==> src/rtl/clock_meas_pkg.sv <==
// Shared types and default parameters for the clock frequency meter.
package clock_meas_pkg;

  // Measurement controller states.
  typedef enum logic {
    IDLE   = 1'b0,
    WINDOW = 1'b1
  } meter_state_t;

  localparam int unsigned DEFAULT_GATE_CYCLES = 1000;
  localparam int unsigned DEFAULT_COUNT_WIDTH = 16;
  localparam int unsigned DEFAULT_SYNC_STAGES = 2;

endpackage

==> src/rtl/sync_edge_detect.sv <==
// Brings an asynchronous level into the clock domain and flags its rising edges.
// Ports:
//   clock, reset : clock and synchronous active-high reset
//   d            : asynchronous input level
//   level        : synchronised copy of d
//   rise         : one-cycle pulse on each synchronised 0->1 transition
module sync_edge_detect
  import clock_meas_pkg::*;
#(
  parameter int unsigned SYNC_STAGES = DEFAULT_SYNC_STAGES
) (
  input  logic clock,
  input  logic reset,
  input  logic d,
  output logic level,
  output logic rise
);

  logic [SYNC_STAGES-1:0] sync_q;
  logic                   prev_q;

  // Synchroniser chain followed by one history flop for edge detection.
  always_ff @(posedge clock) begin
    if (reset) begin
      sync_q <= '0;
      prev_q <= 1'b0;
    end else begin
      sync_q <= {sync_q[SYNC_STAGES-2:0], d};
      prev_q <= sync_q[SYNC_STAGES-1];
    end
  end

  assign level = sync_q[SYNC_STAGES-1];
  assign rise  = level & ~prev_q;

endmodule

==> src/rtl/clock_freq_meter.sv <==
// Counts rising edges of an asynchronous input over back-to-back gate windows
// of GATE_CYCLES local clock cycles and reports the count per window.
// Ports:
//   clock, reset  : single clock and synchronous active-high reset
//   meas_in       : asynchronous signal being measured
//   enable        : level; windows run back-to-back while high
//   busy          : high while a window is in progress
//   result        : saturated edge count of the last completed window
//   result_valid  : one-cycle pulse when result updates
//   overflow      : the last completed window saturated its count
module clock_freq_meter
  import clock_meas_pkg::*;
#(
  parameter int unsigned GATE_CYCLES = DEFAULT_GATE_CYCLES,
  parameter int unsigned COUNT_WIDTH = DEFAULT_COUNT_WIDTH,
  parameter int unsigned SYNC_STAGES = DEFAULT_SYNC_STAGES
) (
  input  logic                   clock,
  input  logic                   reset,
  input  logic                   meas_in,
  input  logic                   enable,
  output logic                   busy,
  output logic [COUNT_WIDTH-1:0] result,
  output logic                   result_valid,
  output logic                   overflow
);

  localparam int unsigned GATE_W = (GATE_CYCLES > 1) ? $clog2(GATE_CYCLES) : 1;
  localparam logic [GATE_W-1:0]      GATE_LAST = GATE_W'(GATE_CYCLES - 1);
  localparam logic [COUNT_WIDTH-1:0] COUNT_MAX = '1;

  meter_state_t           state_q;
  meter_state_t           state_d;
  logic [GATE_W-1:0]      gate_cnt_q;
  logic [COUNT_WIDTH-1:0] edge_cnt_q;
  logic                   ovf_q;

  logic                   rise;
  logic                   sync_level_unused;

  logic                   last_cycle_c;
  logic [COUNT_WIDTH-1:0] edge_cnt_next_c;
  logic                   ovf_next_c;

  // Input synchroniser and rising-edge detector.
  sync_edge_detect #(
    .SYNC_STAGES (SYNC_STAGES)
  ) u_sync_edge (
    .clock (clock),
    .reset (reset),
    .d     (meas_in),
    .level (sync_level_unused),
    .rise  (rise)
  );

  // State register.
  always_ff @(posedge clock) begin
    if (reset) begin
      state_q <= IDLE;
    end else begin
      state_q <= state_d;
    end
  end

  // Next-state logic; the last window cycle always completes, even if enable drops.
  always_comb begin
    state_d = state_q;
    case (state_q)
      IDLE: begin
        if (enable) begin
          state_d = WINDOW;
        end
      end
      WINDOW: begin
        if (last_cycle_c) begin
          state_d = enable ? WINDOW : IDLE;
        end else if (!enable) begin
          state_d = IDLE;
        end
      end
      default: state_d = IDLE;
    endcase
  end

  // Window-end detection and saturating edge-count update for this cycle.
  always_comb begin
    last_cycle_c    = 1'b0;
    edge_cnt_next_c = edge_cnt_q;
    ovf_next_c      = ovf_q;
    if (state_q == WINDOW) begin
      last_cycle_c = (gate_cnt_q == GATE_LAST);
      if (rise) begin
        // Compare before adding so the count never wraps.
        if (edge_cnt_q == COUNT_MAX) begin
          ovf_next_c = 1'b1;
        end else begin
          edge_cnt_next_c = edge_cnt_q + COUNT_WIDTH'(1);
        end
      end
    end
  end

  // Counters and registered outputs; counters clear whenever a window is not continuing.
  always_ff @(posedge clock) begin
    if (reset) begin
      gate_cnt_q   <= '0;
      edge_cnt_q   <= '0;
      ovf_q        <= 1'b0;
      busy         <= 1'b0;
      result       <= '0;
      result_valid <= 1'b0;
      overflow     <= 1'b0;
    end else begin
      result_valid <= 1'b0;
      busy         <= (state_d == WINDOW);

      if ((state_q == WINDOW) && !last_cycle_c) begin
        gate_cnt_q <= gate_cnt_q + GATE_W'(1);
        edge_cnt_q <= edge_cnt_next_c;
        ovf_q      <= ovf_next_c;
      end else begin
        gate_cnt_q <= '0;
        edge_cnt_q <= '0;
        ovf_q      <= 1'b0;
      end

      if (last_cycle_c) begin
        result       <= edge_cnt_next_c;
        overflow     <= ovf_next_c;
        result_valid <= 1'b1;
      end
    end
  end

endmodule

==> config.mk <==
export PLATFORM = sky130hd
export DESIGN_NAME = clock_freq_meter
export DESIGN_NICKNAME = d
export VERILOG_FILES = /design/src/rtl/clock_meas_pkg.sv /design/src/rtl/sync_edge_detect.sv /design/src/rtl/clock_freq_meter.sv
export SDC_FILE = /design/constraint.sdc
export NUM_CORES = 1
export LEC_CHECK = 0
export ABC_AREA = 1
export CAP_MARGIN = 20
export CORE_ASPECT_RATIO = 0.5
export CORE_MARGIN = 3
export CORE_UTILIZATION = 50
export DETAILED_ROUTE_END_ITERATION = 8
export GPL_TIMING_DRIVEN = 0
export PLACE_DENSITY_LB_ADDON = 0.15
export RECOVER_POWER = 100
export SYNTH_ARGS = -nofsm -noshare
export SYNTH_HDL_FRONTEND = slang
export SYNTH_SLANG_ARGS = --single-unit
==> constraint.sdc <==
create_clock -name clock -period 2 [get_ports clock]
set_input_delay 0.2 -clock clock [delete_from_list [all_inputs] [get_ports clock]]
set_output_delay 0.2 -clock clock [all_outputs]
set_load 0.005 [all_outputs]
==> results of run 1 <==
==> routing by layer <==
metal,up-vias,wire [µm],GRT usage (%)
li1,1076,-,-
met1,958,2461,26.41
met2,59,2189,33.23
met3,6,304,4.787
met4,0,69,7.407
met5,-,0,0
==> cell families (layout without fill, tap and decap cells) <==
kind of cell	Yosys count	count (layout)	synth area share, %
adders and majority gates	2	2	1.084
buffers and inverters	63	93	12.04
xor gates and xnor gates	2	2	0.7594
AOI/OAI and AO/OA	38	38	9.382
and+or+nand+nor	163	163	34.22
DFF	49	49	42.52
==> critical path, cell delays in order (launching register included) <==
cell      delay [ns]
dfxtp_1         0.36
ha_1            0.20
nand2_1         0.07
nor3_2          0.13
nand4_1         0.25
inv_1           0.17
clkbuf_2        0.24
o21ai_0         0.12
a21oi_1         0.13
==> cell usage after synthesis (all sizes together) <==
library cell / n / area share [%]
clkinv: 1 / 0.16
inv: 53 / 8.6
xor2: 1 / 0.38
o21ai: 9 / 2.0
xnor2: 1 / 0.38
nand2: 65 / 11
nand3: 37 / 8.5
ha: 2 / 1.1
nor2: 39 / 8.0
nand3b: 1 / 0.33
nor3: 7 / 2.0
dfxtp: 49 / 43
buf: 9 / 3.3
nand4: 14 / 4.7
a21oi: 18 / 3.9
o21a: 10 / 3.3
a31oi: 1 / 0.27
==> through the flow <==
step | cell area (µm²) | hold WS (ns) | std cells | setup WS [ns]
floorplan | 2307 | 0.2712 | 317 | 0.5940
global placement | 2595 | 0.3937 | 393 | 0.1931
detailed placement | 2595 | 0.3929 | 393 | 0.1528
CTS | 2679 | 0.3976 | 401 | 0.3410
global route | 2655 | 0.4155 | 401 | 0.08733
finish | 2655 | 0.4040 | 401 | 0.2776
==> registers in the layout, indices dropped and copies added, names as in the netlist <==
signal              count
edge_cnt_q             16
result                 16
gate_cnt_q             10
u_sync_edge.sync_q      2
busy                    1
overflow                1
ovf_q                   1
result_valid            1
u_sync_edge.prev_q      1
==> how the worst min path moves through the flow <==
stage	from	end	cells after the start
finish	meas_in	u_sync_edge.sync_q[0]	3
global route	enable	busy	3
CTS	enable	busy	3
detailed placement	u_sync_edge.sync_q[0]	u_sync_edge.sync_q[1]	2
global placement	u_sync_edge.sync_q[0]	u_sync_edge.sync_q[1]	2
floorplan	reset	busy	1
==> layout make-up <==
type / count / area [µm²]
clock buffer: 7 / 76.32
buffer: 9 / 62.56
fill: 400 / 1509
timing repair buffer: 22 / 220.2
tap: 54 / 67.56
sequential: 49 / 980.9
multi-input combinational: 205 / 1037
clock inverter: 1 / 7.507
inverter: 54 / 202.7
==> where the power goes <==
group | switching, W | total, W | internal, W
Sequential | 0.00000417 | 0.000983 | 0.000979
Combinational | 0.0000237 | 0.0000360 | 0.0000123
Clock | 0.000325 | 0.000573 | 0.000248
Total | 0.000353 | 0.00159 | 0.00124
==> qor.yml, run 1 <==
finish:
  utilization_pct: 63.76
  diodes: 0
  drive_above_1_share_pct: 8.646
  area_growth_pct: 15.08
  final_common_cell: "nand2_1"
  layout_common_cells: "nand2_1 (63), inv_1 (51), dfxtp_1 (49), nand3_1 (36), nor2_1 (32)"
  nNetsFinal: 352
worst_setup_path:
  cp-start-kind: "flop"
  rr_worst_depth: 8
  required_ns: 2.24
  crit_path_end_kind: "flop"
  crit_arrival_ns: 1.96
  endpoint: "result[6]"
  crit_start: "gate_cnt_q[0]"
  reg2reg_slack_ns: 0.28
  crit_type: "reg -> reg"
  critPathMaxFanout: 10
  r2r-start: "gate_cnt_q[0]"
  r2r-end: "result[6]"
die:
  ios: 23
  die_h_um: 54.04
  rows: 16
  start_util_pct: 55.41
  die_w_um: 102.1
  core_area_um2: 4164
  die_area_um2: 5515
clock_network:
  ctsLongestPathBuffers: 2
  insertion_delay_ns: 0.31
  hold_buffers: 0
  clk_pin_slew_ns: 0.08
  cts_tree: "built"
  cts.sinks: 49
  cts-resized-gates: 0
  cts.htree.levels: 2
  cts_setup_buffers: 0
  cts_buffers: 5
  root_buffer: "clkbuf_8"
outcome:
  status: "finished clean"
sta:
  rsz0062_at_grt: "false"
  fin_tns_setup_ns: 0
  slew_violations: 0
  worstMarginPinSlew_ns: 0.3214
  min_period_ns: 1.722
  hold_violations: 0
  finalClockSkew_ns: 0.006313
  period_share_pct: 86.12
  finalSetupViolCount: 0
  max_freq_mhz: 580.6
  max_slew_margin_pct: 78.55
yosys:
  synth_cell_types: 27
  syn_area_per_cell_um2: 7.278
  syn_area_um2: 2307
  syn_inst: 317
  syn_nets: 323
  synth_seq_cells: 49
  seq_area_frac_synth_pct: 42.52
  yosys_warnings: 0
route:
  first_pass_iters: 5
  route.detailed.drc: 0
  wl_per_cell_um: 12.53
  detail-route-antenna-nets: 0
  first_iter_violations: 103
  finalWirelength_mm: 5.024
  via_per_inst: 5.234
  vias: 2099
placed_design:
  gp_congestion: 0.8589
  post-dp-hpwl_mm: 3.795
  portBuffers: 22
hold_path:
  hold_class: "in -> reg"
power_and_ir_drop:
  vdd_drop_max_v: 0.0004011
  p_total_w: 0.001593
  powerDensity_nw_per_um2: 599.9
  power_leakage_nw: 1.124
global_routing:
  grt_max_degree: 15
  grt_pass1_wl_mm: 8.445
  track_usage_pct: 20.27
  gr-total-overflow: 0
  grt_pass1_vias: 1913
  antenna_found_initial: 0
job:
  drv_cap: 0
Note: power is estimated with default switching activity, not from simulation.
==> inputs of run 2 (changes only) <==
==> constraint.sdc (replaced) <==
create_clock -name clock -period 1.49 [get_ports clock]
set_input_delay 0.149 -clock clock [delete_from_list [all_inputs] [get_ports clock]]
set_output_delay 0.149 -clock clock [all_outputs]
set_load 0.005 [all_outputs]
==> qor.yml, run 2 (synthesis gave the netlist of run 1 again) <==
worst_setup_path:
  required_ns: 1.69
  crit_arrival_ns: 1.68
  r2r-end: "result[6]"
  cp-start-kind: "flop"
  rr_worst_depth: 9
  crit_type: "reg -> reg"
  crit_path_end_kind: "flop"
  critPathMaxFanout: 6
  r2r-start: "edge_cnt_q[0]"
  reg2reg_slack_ns: 0.005
clock_network:
  cts_tree: "built"
  root_buffer: "clkbuf_8"
  cts_buffers: 5
  ctsLongestPathBuffers: 2
  cts.sinks: 49
  clk_pin_slew_ns: 0.09
  insertion_delay_ns: 0.31
  hold_buffers: 0
  cts.htree.levels: 2
job:
  drv_cap: 0
hold_path:
  min_from: "enable"
  hold_end: "busy"
  holdPathStages: 3
  hold_class: "in -> reg"
global_routing:
  grt_pass1_wl_mm: 8.721
  grt_pass1_vias: 1953
  antenna_found_initial: 0
  track_usage_pct: 20.95
  grt_max_degree: 15
  gr-total-overflow: 0
route:
  via_per_inst: 5.305
  wl_per_cell_um: 13.47
  first_pass_iters: 4
  vias: 2191
  route.detailed.drc: 0
  first_iter_violations: 83
  detail-route-antenna-nets: 0
  finalWirelength_mm: 5.563
sta:
  worstMarginPinSlew_ns: 0.3755
  period_share_pct: 99.63
  max_slew_margin_pct: 74.94
  rsz0062_at_grt: "true"
  slew_violations: 0
  max_freq_mhz: 673.6
  setup_slack_ns: 0.005481
  fin_tns_setup_ns: 0
  finalSetupViolCount: 0
  finalClockSkew_ns: 0.002711
  min_period_ns: 1.485
  hold_violations: 0
die:
  die_w_um: 102.1
  core_area_um2: 4164
  rows: 16
  die_area_um2: 5515
  start_util_pct: 55.41
  die_h_um: 54.04
  ios: 23
power_and_ir_drop:
  power_leakage_nw: 1.223
  powerDensity_nw_per_um2: 731.3
  p_total_w: 0.002155
  vdd_drop_max_v: 0.0004970
finish:
  drive_above_1_share_pct: 22.56
  nNetsFinal: 364
  reg_top3: "edge_cnt_q (16), result (16), gate_cnt_q (10)"
  layout_common_cells: "nand2_1 (57), inv_1 (49), dfxtp_1 (37), nand3_1 (28), nor2_1 (27)"
  diodes: 0
  final_common_cell: "nand2_1"
  area_growth_pct: 27.71
placed_design:
  portBuffers: 22
  gp_congestion: 0.8589
  post-dp-hpwl_mm: 3.795
  dp_slack_ns: -0.3062
outcome:
  status: "finished clean"
-- run 2: changes by cell type in the layout (fill, tap and decap cells not counted), moves of 5 or more --
cell | previous run | this run
nor2_1 | 32 | 27
buf_4 | 2 | 11
buf_6 | 2 | 7
nand3_2 | 1 | 8
nand3_1 | 36 | 28
nand2_1 | 63 | 57
dfxtp_1 | 49 | 37
dfxtp_2 | 0 | 9
nand2_2 | 2 | 8
-- run 2: how the worst max path moves through the flow --
| stage | from | endpoint | slack (ns) |
|---|---|---|---|
| 4_1_cts | edge_cnt_q[0] | result[11] | 0.01 |
| 3_3_place_gp | reset | edge_cnt_q[8] | -0.27 |
| 3_5_place_dp | reset | edge_cnt_q[8] | -0.31 |
| 6_report | edge_cnt_q[0] | result[6] | 0.005 |
| 2_1_floorplan | edge_cnt_q[0] | result[2] | 0.08 |
| 5_1_grt | edge_cnt_q[2] | result[15] | -0.1 |
-- run 2: timing repair --
| action | 4_1_cts | 5_1_grt |
|---|---|---|
| setup endpoints to repair | 41 | 42 |
| resized for setup | 18 | 36 |
| pin swaps | 2 | 10 |
| cloned | 0 | 2 |
| buffers inserted | 5 | 5 |
-- run 2: per-stage QoR --
step                      instance area, µm²  hold slack, ns  util, %  instances
after floorplan                         2307          0.2202        -        317
after global placement                  2595          0.3937    62.32        393
after detailed placement                2595          0.3929    62.32        393
after CTS                               2790          0.3394    67.01        406
after global routing                    2947          0.3566    70.76        413
final                                   2947          0.3408    70.76        413
-- run 2: area by class of cell --
class,count,area [µm²]
Sequential cell,49,1003
Clock inverter,1,7.507
Tap cell,54,67.56
Inverter,54,202.7
Fill cell,348,1217
Timing Repair Buffer,34,320.3
Buffer,9,91.34
Clock buffer,7,76.32
Multi-Input combinational cell,205,1177
-- run 2: routing by layer --
layer	wire [µm]	GRT usage, %	part of all wire, %	vias to the layer above
met5	0	0	0	-
met4	82	7.407	1.5	0
met3	366	4.787	6.6	8
met2	2625	35.27	47	63
met1	2488	26.82	45	1019
li1	-	-	-	1101
-- run 2: critical path, cell delays in order, from the launching register on --
cell and delay [ns]:
dfxtp_4 0.38, ha_4 0.15, nand3_2 0.09, nor2_4 0.14, nand4_4 0.14, buf_4 0.20
nand2_1 0.07, nand2_1 0.05, nand2_1 0.08, a21oi_1 0.07
-- run 2: where the power goes --
| group | internal, W | switching [W] | total, W |
|---|---|---|---|
| sequential | 0.00131 | 0.00000762 | 0.00132 |
| combinational | 0.0000229 | 0.0000365 | 0.0000594 |
| clock | 0.000333 | 0.000445 | 0.000778 |
| total | 0.00167 | 0.000489 | 0.00215 |
==> inputs of run 3 (changes only) <==
--- a/config.mk
+++ b/config.mk
@@ -10,10 +10,12 @@
 export CORE_ASPECT_RATIO = 0.5
 export CORE_MARGIN = 3
 export CORE_UTILIZATION = 50
+export CTS_CLUSTER_DIAMETER = 200
 export DETAILED_ROUTE_END_ITERATION = 8
 export GPL_TIMING_DRIVEN = 0
 export PLACE_DENSITY_LB_ADDON = 0.15
 export RECOVER_POWER = 100
+export REMOVE_ABC_BUFFERS = 1
 export SYNTH_ARGS = -nofsm -noshare
 export SYNTH_HDL_FRONTEND = slang
 export SYNTH_SLANG_ARGS = --single-unit
==> qor.yml, run 3 (synthesis gave the netlist of run 1 again) <==
global_routing:
  grt_pass1_wl_mm: 9.542
  grt_max_degree: 16
  antenna_found_initial: 0
  grt_pass1_vias: 2084
  track_usage_pct: 22.37
  gr-total-overflow: 0
placed_design:
  dp_slack_ns: -1.041
  placed_cells: 384
  post-dp-hpwl_mm: 3.164
  gp_congestion: 0.8543
  portBuffers: 22
job:
  drv_cap: 0
clock_network:
  cts_buffers: 5
  cts_tree: "built"
  ctsLongestPathBuffers: 2
  root_buffer: "clkbuf_8"
  clk_pin_slew_ns: 0.08
  insertion_delay_ns: 0.30
  cts.htree.levels: 2
  cts.sinks: 49
  hold_buffers: 0
sta:
  worstMarginPinSlew_ns: 0.3675
  rsz0062_at_grt: "true"
  finalClockSkew_ns: 0.006090
  slew_violations: 0
  setup_slack_ns: -0.09216
  period_share_pct: 106.2
  hold_violations: 0
  finalSetupViolCount: 5
  max_freq_mhz: 632.0
  min_period_ns: 1.582
  max_slew_margin_pct: 75.44
route:
  via_per_inst: 5.452
  first_pass_iters: 5
  wl_per_cell_um: 14.71
  detail-route-antenna-nets: 0
  finalWirelength_mm: 6.148
  first_iter_violations: 99
  vias: 2279
  route.detailed.drc: 0
finish:
  area_growth_pct: 39.64
  fin_cells: 418
  drive_above_1_share_pct: 27.20
  layout_common_cells: "nand2_1 (55), inv_1 (45), dfxtp_1 (39), nor2_1 (24), nand3_1 (22)"
  fill_cells: 276
  diodes: 0
  reg_top3: "edge_cnt_q (16), result (16), gate_cnt_q (10)"
  nNetsFinal: 370
  final_common_cell: "nand2_1"
outcome:
  failed_checks: "setup timing"
  status: "finished with violations"
worst_setup_path:
  crit_type: "reg -> reg"
  r2r-end: "result[15]"
  required_ns: 1.69
  crit_path_end_kind: "flop"
  crit_arrival_ns: 1.78
  r2r-start: "u_sync_edge.sync_q[1]"
  rr_worst_depth: 9
  critPathMaxFanout: 7
  cp-start-kind: "flop"
  reg2reg_slack_ns: -0.09
hold_path:
  hold_class: "in -> reg"
  holdPathStages: 3
  hold_end: "busy"
  min_from: "enable"
power_and_ir_drop:
  seqPwrFrac_pct: 60.1
  vdd_drop_max_v: 0.0005321
  p_comb_share_pct: 3.2
  clkPwrFrac_pct: 36.7
  intPower_w: 0.001706
  p_total_w: 0.002192
  power_leakage_nw: 1.359
  powerDensity_nw_per_um2: 680.3
  swShare_pct: 22.18
  switchingPower_w: 0.0004861
die:
  die_area_um2: 5515
  die_h_um: 54.04
  core_area_um2: 4164
  die_w_um: 102.1
  ios: 23
  start_util_pct: 55.41
  rows: 16
-- run 3: power groups by stage --
stage                     registers [W]  clock network [W]   logic, W
after floorplan                 0.00135                  0  0.0000221
after CTS                       0.00132           0.000797  0.0000575
after detailed placement        0.00135                  0  0.0000439
after global routing            0.00132           0.000865  0.0000750
final                           0.00132           0.000804  0.0000694
after global placement          0.00135                  0  0.0000437
-- run 3: through the flow --
step                      setup TNS [ns]  cell area, µm²  hold WS, ns  util (%)
after detailed placement          -29.66            2520       0.3963     60.52
after global placement            -29.03            2520       0.3941     60.52
after floorplan                  -0.9380            2232       0.2202         -
after CTS                              0            2967       0.3563     71.24
after global routing              -1.535            3222       0.3645     77.37
final                            -0.2014            3222       0.3531     77.37
-- run 3: final cells by class --
type                            instances  area [µm²]  share of cell area, %
Timing Repair inverter                  2       27.53                 0.8544
Sequential cell                        49        1003                  31.15
Tap cell                               54       67.56                  2.097
Clock buffer                            7       86.33                  2.680
Timing Repair Buffer                   43       435.4                  13.51
Inverter                               54       225.2                  6.990
Multi-Input combinational cell        209        1376                  42.72
-- run 3: how the worst max path moves through the flow --
| stage | startpoint | to | slack (ns) | depth (start not counted) |
|---|---|---|---|---|
| floorplan | gate_cnt_q[0] | edge_cnt_q[14] | -0.16 | 8 |
| global placement | reset | gate_cnt_q[8] | -1.05 | 5 |
| detailed placement | reset | gate_cnt_q[8] | -1.04 | 5 |
| CTS | edge_cnt_q[1] | result[12] | 0.006 | 13 |
| global route | edge_cnt_q[3] | result[15] | -0.20 | 9 |
| finish | u_sync_edge.sync_q[1] | result[15] | -0.09 | 9 |
-- run 3: critical path, cell delays in order, from the launching register on --
cell     delay, ns
dfxtp_1       0.35
inv_1         0.09
nor2_4        0.17
nand3_1       0.14
nor2_4        0.22
nand3_1       0.13
nand2_1       0.13
nand3_2       0.11
nor2_1        0.10
nor2_1        0.04
-- run 3: layer usage --
layer / GRT usage [%] / vias to the layer above / wire [µm]
met2: 38.17 / 63 / 3100
met3: 5.304 / 17 / 363
met1: 28.35 / 1071 / 2584
met4: 7.407 / 0 / 100
li1: - / 1128 / -
met5: 0 / - / 0
-- run 3: repair_timing --
action                                  CTS  global route
endpoints found under the setup margin   45            41
gates cloned                              6             0
resized for setup                        41            47
setup buffers                            14             7
pin swaps                                 8            23
